### src/rtl/vga_scan_gen.sv
`default_nettype none
// ============================================================================
// Module   : vga_scan_gen
// Purpose  : VGA 640x480@60 scan generator; issues pixel addresses, samples
//            px_data one clock later, emits aligned RGB/HSYNC/VSYNC and the
//            per-frame 'fresh' strobe. Optional macro: VGA_BORDER_EN.
// Revision : 1.0 - initial release
// ============================================================================
module vga_scan_gen #(
    parameter int H_VIS  = 640,
    parameter int H_FP   = 16,
    parameter int H_SYNC = 96,
    parameter int H_BP   = 48,
    parameter int V_VIS  = 480,
    parameter int V_FP   = 10,
    parameter int V_SYNC = 2,
    parameter int V_BP   = 33
) (
    input  logic        clk,
    input  logic        N_rst,
    output logic [8:0]  row_addr,
    output logic [9:0]  col_addr,
    input  logic [11:0] px_data,
    output logic        fresh,
    output logic        hs,
    output logic        vs,
    output logic [3:0]  r,
    output logic [3:0]  g,
    output logic [3:0]  b
);

    localparam logic [9:0] c_h_vis   = 10'(H_VIS);
    localparam logic [9:0] c_h_last  = 10'(H_VIS + H_FP + H_SYNC + H_BP - 1);
    localparam logic [9:0] c_hs_beg  = 10'(H_VIS + H_FP);
    localparam logic [9:0] c_hs_end  = 10'(H_VIS + H_FP + H_SYNC);
    localparam logic [9:0] c_v_vis   = 10'(V_VIS);
    localparam logic [9:0] c_v_last  = 10'(V_VIS + V_FP + V_SYNC + V_BP - 1);
    localparam logic [9:0] c_vs_beg  = 10'(V_VIS + V_FP);
    localparam logic [9:0] c_vs_end  = 10'(V_VIS + V_FP + V_SYNC);

    logic [9:0]  h_cnt_q, h_cnt_d;
    logic [9:0]  v_cnt_q, v_cnt_d;
    logic        de1_q, de1_d;
    logic [9:0]  col_q, col_d;
    logic [8:0]  row_q, row_d;
    logic        hs1_q, hs1_d;
    logic        vs1_q, vs1_d;
    logic        fresh_q, fresh_d;
    logic [11:0] rgb_q, rgb_d;
    logic        hs_q, vs_q;

    always_comb begin
        h_cnt_d = (h_cnt_q == c_h_last) ? 10'd0 : h_cnt_q + 10'd1;
        v_cnt_d = v_cnt_q;
        if (h_cnt_q == c_h_last) begin
            v_cnt_d = (v_cnt_q == c_v_last) ? 10'd0 : v_cnt_q + 10'd1;
        end
        de1_d   = (h_cnt_q < c_h_vis) && (v_cnt_q < c_v_vis);
        col_d   = de1_d ? h_cnt_q : 10'h3FF;
        row_d   = de1_d ? v_cnt_q[8:0] : 9'h1FF;
        hs1_d   = !((h_cnt_q >= c_hs_beg) && (h_cnt_q < c_hs_end));
        vs1_d   = !((v_cnt_q >= c_vs_beg) && (v_cnt_q < c_vs_end));
        fresh_d = (v_cnt_q < c_v_vis);
    end

`ifdef VGA_BORDER_EN
    logic border1_q, border1_d;

    // Border flag travels with stage 1 so both builds share the same latency.
    always_comb begin
        border1_d = de1_d && ((h_cnt_q == 10'd0) || (h_cnt_q == c_h_vis - 10'd1) ||
                              (v_cnt_q == 10'd0) || (v_cnt_q == c_v_vis - 10'd1));
        rgb_d     = !de1_q ? 12'h000 : (border1_q ? 12'hFFF : px_data);
    end

    always_ff @(posedge clk or negedge N_rst) begin
        if (!N_rst) begin
            border1_q <= 1'b0;
        end else begin
            border1_q <= border1_d;
        end
    end
`else
    always_comb begin
        rgb_d = de1_q ? px_data : 12'h000;
    end
`endif

    always_ff @(posedge clk or negedge N_rst) begin
        if (!N_rst) begin
            h_cnt_q <= 10'd0;
            v_cnt_q <= 10'd0;
            de1_q   <= 1'b0;
            col_q   <= 10'h3FF;
            row_q   <= 9'h1FF;
            hs1_q   <= 1'b1;
            vs1_q   <= 1'b1;
            fresh_q <= 1'b0;
            rgb_q   <= 12'h000;
            hs_q    <= 1'b1;
            vs_q    <= 1'b1;
        end else begin
            h_cnt_q <= h_cnt_d;
            v_cnt_q <= v_cnt_d;
            de1_q   <= de1_d;
            col_q   <= col_d;
            row_q   <= row_d;
            hs1_q   <= hs1_d;
            vs1_q   <= vs1_d;
            fresh_q <= fresh_d;
            rgb_q   <= rgb_d;
            hs_q    <= hs1_q;
            vs_q    <= vs1_q;
        end
    end

    assign row_addr = row_q;
    assign col_addr = col_q;
    assign fresh    = fresh_q;
    assign hs       = hs_q;
    assign vs       = vs_q;
    assign r        = rgb_q[11:8];
    assign g        = rgb_q[7:4];
    assign b        = rgb_q[3:0];

endmodule
`default_nettype wire

### config.mk
export PLATFORM = sky130hd
export DESIGN_NAME = vga_scan_gen
export DESIGN_NICKNAME = d
export VERILOG_FILES = /design/src/rtl/vga_scan_gen.sv
export SDC_FILE = /design/constraint.sdc
export NUM_CORES = 1
export LEC_CHECK = 0
export ABC_AREA = 1
export BUFFER_PORTS_ARGS = -buffer_cell sky130_fd_sc_hd__buf_2
export CAP_MARGIN = 20
export CELL_PAD_IN_SITES_DETAIL_PLACEMENT = 0
export CELL_PAD_IN_SITES_GLOBAL_PLACEMENT = 1
export CORE_UTILIZATION = 41
export CTS_CLUSTER_SIZE = 16
export DETAILED_ROUTE_END_ITERATION = 7
export MAX_ROUTING_LAYER = met4
export PLACE_DENSITY_LB_ADDON = 0.25
export SYNTH_ARGS = -nofsm -noshare
export SYNTH_HDL_FRONTEND = slang
export SYNTH_SLANG_ARGS = --single-unit
### constraint.sdc
create_clock -name clk -period 1.9 [get_ports clk]
set_clock_uncertainty 0.05 [all_clocks]
set_input_delay 0.095 -clock clk [delete_from_list [all_inputs] [get_ports clk]]
set_output_delay 0.095 -clock clk [all_outputs]
set_load 0.02 [all_outputs]
## Yosys cells after proc, flatten, opt, wreduce, memory -nomap -nowiden

Index checks and enable logic that the tools add are counted.

| word-level totals | value |
|---|---|
| bits in registers | 57 |
| output and inout port bits | 34 |
| word-level logic and storage cells | 31 |

| operators by class | value |
|---|---|
| $add $sub $neg | 2 |
| $lt $le $gt $ge | 6 |
| equality and inequality tests | 2 |
| multiplexer cells | 5 |
| reductions and logical operators | 5 |

Operators by type and width:

| operator | count |
|---|---|
| two-way mux 10 bit | 3 |
| adder 10 x 1 -> 10 bit (second input constant) | 2 |
| == test 10 bit (second input constant) | 2 |
| less-than comparator 10 bit (second input constant) | 2 |
| less-than comparator 10 x 9 -> 1 bit (second input constant) | 2 |
| two-way mux 12 bit | 1 |
| greater-or-equal comparator 10 bit (second input constant) | 1 |
| greater-or-equal comparator 10 x 9 -> 1 bit (second input constant) | 1 |
| two-way mux 9 bit | 1 |
| logical AND 1 bit | 3 |
| logical NOT 1 bit | 2 |

## Logic depth before layout (Yosys ltp)

Gate-level depths: netlist of the first run.

| logic depth | value |
|---|---|
| word-level depth | 3 |
| depth in mapped cells | 8 |

## Worst setup path before layout of the first run

OpenSTA, ideal clock, no wires.

| timing path | value |
|---|---|
| path kind | flip-flop to flip-flop |
| from | register h_cnt_q[0] |
| to | register v_cnt_q[2] |
| library setup time | 83 ps |
| arrival time | 1179 ps |
| required time | 1767 ps |
| path slack | 588 ps |
| cell stages (with the launch flop) | 9 |
| path buffers | 1 |
| clock period less this slack | 1312 ps |
| cells stage by stage | dfrtp_1 > ha_1 > nand2_2 > nor2_4 > inv_2 > nor2_8 > buf_6 > nand3_1 > o21ai_0 |

| on the way | value |
|---|---|
| cells in the longest elaborated chain, start to end | 1 |

RTL lines:

| what | RTL line | source |
|---|---|---|
| from (decl) | 41 | `logic [9:0] h_cnt_q, h_cnt_d;` |
| from (signal assigned) | 103 | `h_cnt_q <= h_cnt_d;` |
| == test 10 bit | 55 | `if (h_cnt_q == c_h_last) begin` |
| to (signal assigned) | 104 | `v_cnt_q <= v_cnt_d;` |
| to (decl) | 42 | `logic [9:0] v_cnt_q, v_cnt_d;` |

No other way between the ends.
A chain may end at the register's enable or synchronous reset.

## Worst setup path in the final report of the first run

| timing path | value |
|---|---|
| from | register v_cnt_q[0] |
| to | register v_cnt_q[3] |

| on the way | value |
|---|---|
| cells in the longest elaborated chain, start to end | 2 |

RTL lines:

| what | RTL line | source |
|---|---|---|
| adder 10 x 1 -> 10 bit / == test 10 bit (equally long branches) | 56 | `v_cnt_d = (v_cnt_q == c_v_last) ? 10'd0 : v_cnt_q + 10'd1;` |
| two-way mux 10 bit (*) | 56 |  |

Every way passes the cells marked *; elsewhere a longest branch is shown, timed or not.

==> flow_summary.json, run 1 <==
{
  "p_per_area_nw_per_um2": 853,
  "gp_congestion": 0.803,
  "fin_util": 0.553,
  "syn_nets": 269,
  "wl_per_cell_um": 11.5,
  "antenna_found_initial": 0,
  "clock_latency_ps": 330,
  "io_pins": 48,
  "slew_headroom": 0.751,
  "fin_crit_sh": 0.779,
  "synth-async-reset-ratio": 1.00,
  "cts_tree": "yes",
  "ir_drop_uv": 452,
  "final_layout_size_suffix_gt1_frac": 0.303,
  "drc": 0,
  "cts_resized": 0,
  "critPathRequiredTime_ps": 2050,
  "initial_core_util": 0.429,
  "port_buffers": 47,
  "status": "finished clean",
  "cts_buffer_depth": 2,
  "yosysWarnings": 0,
  "htree_levels": 3,
  "setup_viol": 0,
  "syn-cell-area_um2": 2390,
  "start_kind": "flop",
  "cp-end-kind": "flop",
  "vias": 1722,
  "diodes": 0,
  "synth_edf_count": 0,
  "track_usage": 0.174,
  "grt_max_degree": 45,
  "clock_sinks": 57,
  "rsz0062_at_grt": "false",
  "synth-main-ff-cell": "dfrtp_1",
  "drv_cap": 0,
  "yosysSeqAreaShare": 0.608,
  "wl_met3_um": 242,
  "wl_um": 4560,
  "syn_avg_cell_area_um2": 9.57,
  "fmax_mhz": 676,
  "die_x_um": 78.4,
  "final.setup.tns_ps": 0,
  "cts-root-buf": "clkbuf_8",
  "grt_pass1_wl_um": 7640,
  "post_synth_num_cell_types": 26,
  "finalHoldViolations": 0,
  "cp_max_fo": 5,
  "post-route-min-period_ps": 1480,
  "p_leak_nw": 1.71,
  "first_pass_iters": 6,
  "top_layer": "met4",
  "grt_overflow_total": 0,
  "crit_arrival_ps": 1630,
  "drt_iter0_drc": 116,
  "hold_class": "input pin to asynchronous set/reset pin",
  "vias_per_cell": 4.36,
  "ant_nets": 0,
  "area_delta_synth_final_pct": 28.8,
  "placementRows": 27,
  "synthCells": 250,
  "clk_pin_slew_ps": 70,
  "worst_pin_slew_ps": 373,
  "hpwl_um": 3180,
  "path_class": "flop to flop",
  "nFillCells": 480,
  "hold_ws_ps": 147,
  "drv_slew": 0,
  "core_area_um2": 5570,
  "finalNetCount": 337,
  "dieHeight_um": 78.4,
  "ys_ff_latch": 57,
  "wl_met1_um": 2270,
  "cts_buffers": 9,
  "grt_pass1_vias": 1643,
  "wl_met2_um": 1980,
  "die_area_um2": 6140
}
cell usage after synthesis, types with 2 or more instances:
library cell	instances	area, um^2
xor2_1	8	70.1
dfstp_2	23	604
dfrtp_1	34	851
o211ai_1	2	15.0
inv_1	41	154
nor2_1	25	93.8
nand2_1	66	248
a21oi_1	2	10.0
nand4_1	2	12.5
ha_1	5	62.6
nand3b_1	2	15.0
nand3_1	13	65.1
inv_2	4	15.0
buf_2	4	20.0
o21ai_0	5	25.0
nor3_1	3	15.0
nor2_4	2	22.5
cell usage in the layout (no fill, tap or decap), drive strengths merged, types with 8 or more instances in the layout:
cell type | synthesis | final
dlygate4sd3 | 0 | 13
clkbuf | 1 | 14
inv | 45 | 45
dfrtp | 34 | 34
nand3 | 15 | 15
xor2 | 8 | 8
nor2 | 28 | 28
nand2 | 67 | 67
buf | 5 | 50
dfstp | 23 | 23
kinds of logic (layout without fill, tap and decap cells):
group,Yosys count,in the layout,share of synthesized area
simple gates,119,119,0.228
flops,57,57,0.608
buf+inv,51,124,0.0852
compound gates,10,10,0.0235
xor+xnor,8,8,0.0293
fa+ha+maj,5,5,0.0262
path summary, 6_finish.rpt:
| kind | start | end | slack [ps] | cells after the start |
|---|---|---|---|---|
| min | N_rst | rgb_q[10] | 150 | 2 |
| max reg2reg | v_cnt_q[0] | v_cnt_q[3] | 420 | 7 |
| max in group asynchronous | N_rst | row_addr[5] | 1070 | 3 |
| max | v_cnt_q[0] | v_cnt_q[3] | 420 | 7 |
| min reg2reg | vs1_q | vs | 310 | 0 |
| min in group clk | vs1_q | vs | 310 | 0 |
final cells by class:
class                   instances  area [um^2]  area share
clock inverters                 2         60.1      0.0195
repair buffers                 63          400       0.130
multi-input cells             142          733       0.238
well taps                      72         90.1      0.0292
inverters                      45          169      0.0548
flip-flops and latches         57         1460       0.472
clock buffers                  14          173      0.0561
per-stage QoR:
step | worst slack [ps] | power, W | cells | cell area [um^2]
after CTS | 415 | 0.00268 | 395 | 3080
after detailed placement | 435 | 0.00134 | 366 | 2720
after floorplan | 588 | 0.00128 | 250 | 2390
after global routing | 283 | 0.00275 | 395 | 3080
after global placement | 472 | 0.00133 | 366 | 2720
final | 420 | 0.00263 | 395 | 3080
state kept, by name (all words and copies together), names as in the netlist:
| signal | cells |
|---|---|
| v_cnt_q | 10 |
| vs1_q | 1 |
| rgb_q | 12 |
| row_addr | 9 |
| fresh | 1 |
| h_cnt_q | 10 |
| hs1_q | 1 |
| col_addr | 10 |
| vs | 1 |
| hs | 1 |
| de1_q | 1 |
routing by layer:
| layer | track usage | up-vias |
|---|---|---|
| li1 | - | 888 |
| met1 | 0.225 | 775 |
| met2 | 0.240 | 52 |
| met3 | 0.0663 | 7 |
| met4 | 0.0833 | 0 |
| met5 | - | - |
worst max-delay path, cell delays in order, from the launching register on:
cell      delay [ps]
dfrtp_1          410
inv_1            150
ha_1             200
nand2_1           60
nor2_1            80
nand3b_1         180
nand3_1          130
o21ai_0           80
where the power goes:
part	leakage [nW]	switching, W	internal [W]	total (W)
registers	0.662	0.00000274	0.00123	0.00123
clock network	0.117	0.000447	0.000847	0.00129
logic	0.931	0.0000576	0.0000442	0.000102
total	1.71	0.000508	0.00212	0.00263
timing repair:
item	in CTS	in global routing
hold buffers	13	0
buffers inserted	0	0
hold endpoints to repair	47	0
(Power assumes the default switching activity.)
==> inputs of run 2 (changes only) <==
==> constraint.sdc (replaced) <==
create_clock -name clk -period 1.4 [get_ports clk]
set_clock_uncertainty 0.05 [all_clocks]
set_input_delay 0.07 -clock clk [delete_from_list [all_inputs] [get_ports clk]]
set_output_delay 0.07 -clock clk [all_outputs]
set_load 0.02 [all_outputs]
==> flow_summary.json, run 2 (synthesis gave the netlist of run 1 again) <==
{
  "status": "complete, but fails checks",
  "violations": "setup timing",
  "worst_pin_slew_ps": 360,
  "drc": 0,
  "met2_usage": 0.270,
  "grt_use_met3": 0.0430,
  "p_per_area_nw_per_um2": 1050,
  "cts_tree": "yes",
  "fin_crit_sh": 1.00,
  "vias_per_cell": 4.39,
  "cts_buffers": 9,
  "diodes": 0,
  "die_x_um": 78.4,
  "track_usage": 0.186,
  "hold_class": "input pin to asynchronous set/reset pin",
  "cp-end-kind": "flop",
  "dieHeight_um": 78.4,
  "ant_nets": 0,
  "critPathRequiredTime_ps": 1600,
  "grt_pass1_vias": 1753,
  "start_kind": "flop",
  "port_buffers": 47,
  "critPathBufInv": 0,
  "initial_core_util": 0.429,
  "post-route-min-period_ps": 1400,
  "ir_drop_uv": 672,
  "core_area_um2": 5570,
  "worst_path_largest_cell_delay_ps": 360,
  "power_w": 0.00352,
  "grt_max_degree": 58,
  "grt_use_met1": 0.238,
  "cts_buffer_depth": 2,
  "crit_slowest_cell": "dfrtp_1",
  "top_register": "rgb_q",
  "gp_congestion": 0.834,
  "busiest_layer": "met2",
  "cpMostUsedCell": "nor2_4",
  "drv_slew": 0,
  "clk_pin_slew_ps": 60,
  "grt_pass1_wl_um": 8250,
  "htree_levels": 3,
  "clock_sinks": 57,
  "worstPathCellList": "ha_2 > nand2_2 > nor2_4 > nand3_4 > nor2_4 > xor2_1",
  "place_ws_ps": -1.49,
  "finalNetCount": 361,
  "wl_um": 5210,
  "rsz0062_at_grt": "true",
  "wl_per_cell_um": 12.4,
  "setup_viol": 2,
  "p_leak_nw": 1.83,
  "cp_max_fo": 8,
  "reg2reg_setup_slack_ps": -3,
  "first_pass_iters": 4,
  "cts-root-buf": "clkbuf_8",
  "slew_headroom": 0.760,
  "io_pins": 48,
  "drt_iter0_drc": 57,
  "hold_ws_ps": 220,
  "placedCellCount": 381,
  "vias": 1839,
  "fin_util": 0.601,
  "drv_cap": 0,
  "antenna_found_initial": 0,
  "instances_no_fill": 419,
  "area_delta_synth_final_pct": 40.1,
  "fmax_mhz": 713,
  "largest_reg_flops": 12,
  "die_area_um2": 6140,
  "layout_commonest_cell": "nand2_1",
  "nFillCells": 493,
  "placementRows": 27,
  "critPathTopFamily": "simple AND/OR/NAND/NOR gates",
  "final_layout_size_suffix_gt1_frac": 0.401,
  "path_class": "flop to flop",
  "clock_latency_ps": 330,
  "grt_overflow_total": 0,
  "hpwl_um": 3280,
  "layout_common_cells": "63 x nand2_1, 47 x buf_2, 39 x inv_1, 34 x dfrtp_1, 23 x dfstp_2",
  "finalHoldViolations": 0,
  "setup_ws_ps": -2.91,
  "crit_arrival_ps": 1600
}
[run 2: changes by cell type in the layout (fill, tap and decap cells not counted), moves of 3 or more]
cell     change
nand2_2      +3
buf_4       +20
nor2_4       +3
buf_6        +3
nand2_1      -3
nor2_2       +6
nor2_1       -8
[run 2: worst paths after layout]
| kind | startpoint | end | cells past startpoint |
|---|---|---|---|
| setup / recovery | h_cnt_q[1] | v_cnt_q[8] | 6 |
| hold / removal | N_rst | de1_q | 3 |
| setup reg to reg | h_cnt_q[1] | v_cnt_q[8] | 6 |
| hold reg to reg | hs1_q | hs | 0 |
| max in group asynchronous | N_rst | vs | 3 |
| min in group clk | hs1_q | hs | 0 |
[run 2: timing repair]
action / in CTS / in global routing
buffers inserted: 0 / 7
endpoints found under the setup margin: 2 / 32
pin swaps: 1 / 9
gates resized for setup: 3 / 30
cloned: 1 / 1
hold buffers: 13 / 0
hold endpoints to repair: 69 / 0
[run 2: layout make-up]
cell class | instances | area, um^2 | share of cell area
flip-flops and latches | 57 | 1460 | 0.434
clock buffers | 14 | 163 | 0.0485
repair buffers | 86 | 584 | 0.174
well taps | 72 | 90.1 | 0.0269
inverters | 45 | 171 | 0.0512
clock inverters | 2 | 60.1 | 0.0179
multi-input cells | 143 | 827 | 0.247
[run 2: metal layers]
layer  vias to the layer above  routed length, um
met5                         -                  0
met4                         0                107
met3                        10                232
met2                        57               2370
met1                       835               2500
li1                        937                  -
[run 2: power breakdown]
group          switching, W  total [W]  internal [W]  leakage (nW)
logic             0.0000777   0.000138     0.0000602          1.06
clock network      0.000610    0.00171       0.00110         0.111
registers        0.00000380    0.00167       0.00167         0.662
[run 2: through the flow]
| stage | setup TNS (ps) | area [um^2] |
|---|---|---|
| 2_1_floorplan | 0 | 2390 |
| 3_3_place_gp | 0 | 2830 |
| 3_5_place_dp | -1.49 | 2830 |
| 4_1_cts | 0 | 3210 |
| 5_1_grt | -1120 | 3350 |
| 6_report | -4.41 | 3350 |
[run 2: tightest hold or removal path: cells and delay by family]
kind,cells,cell delay (ps)
buf+inv,3,900
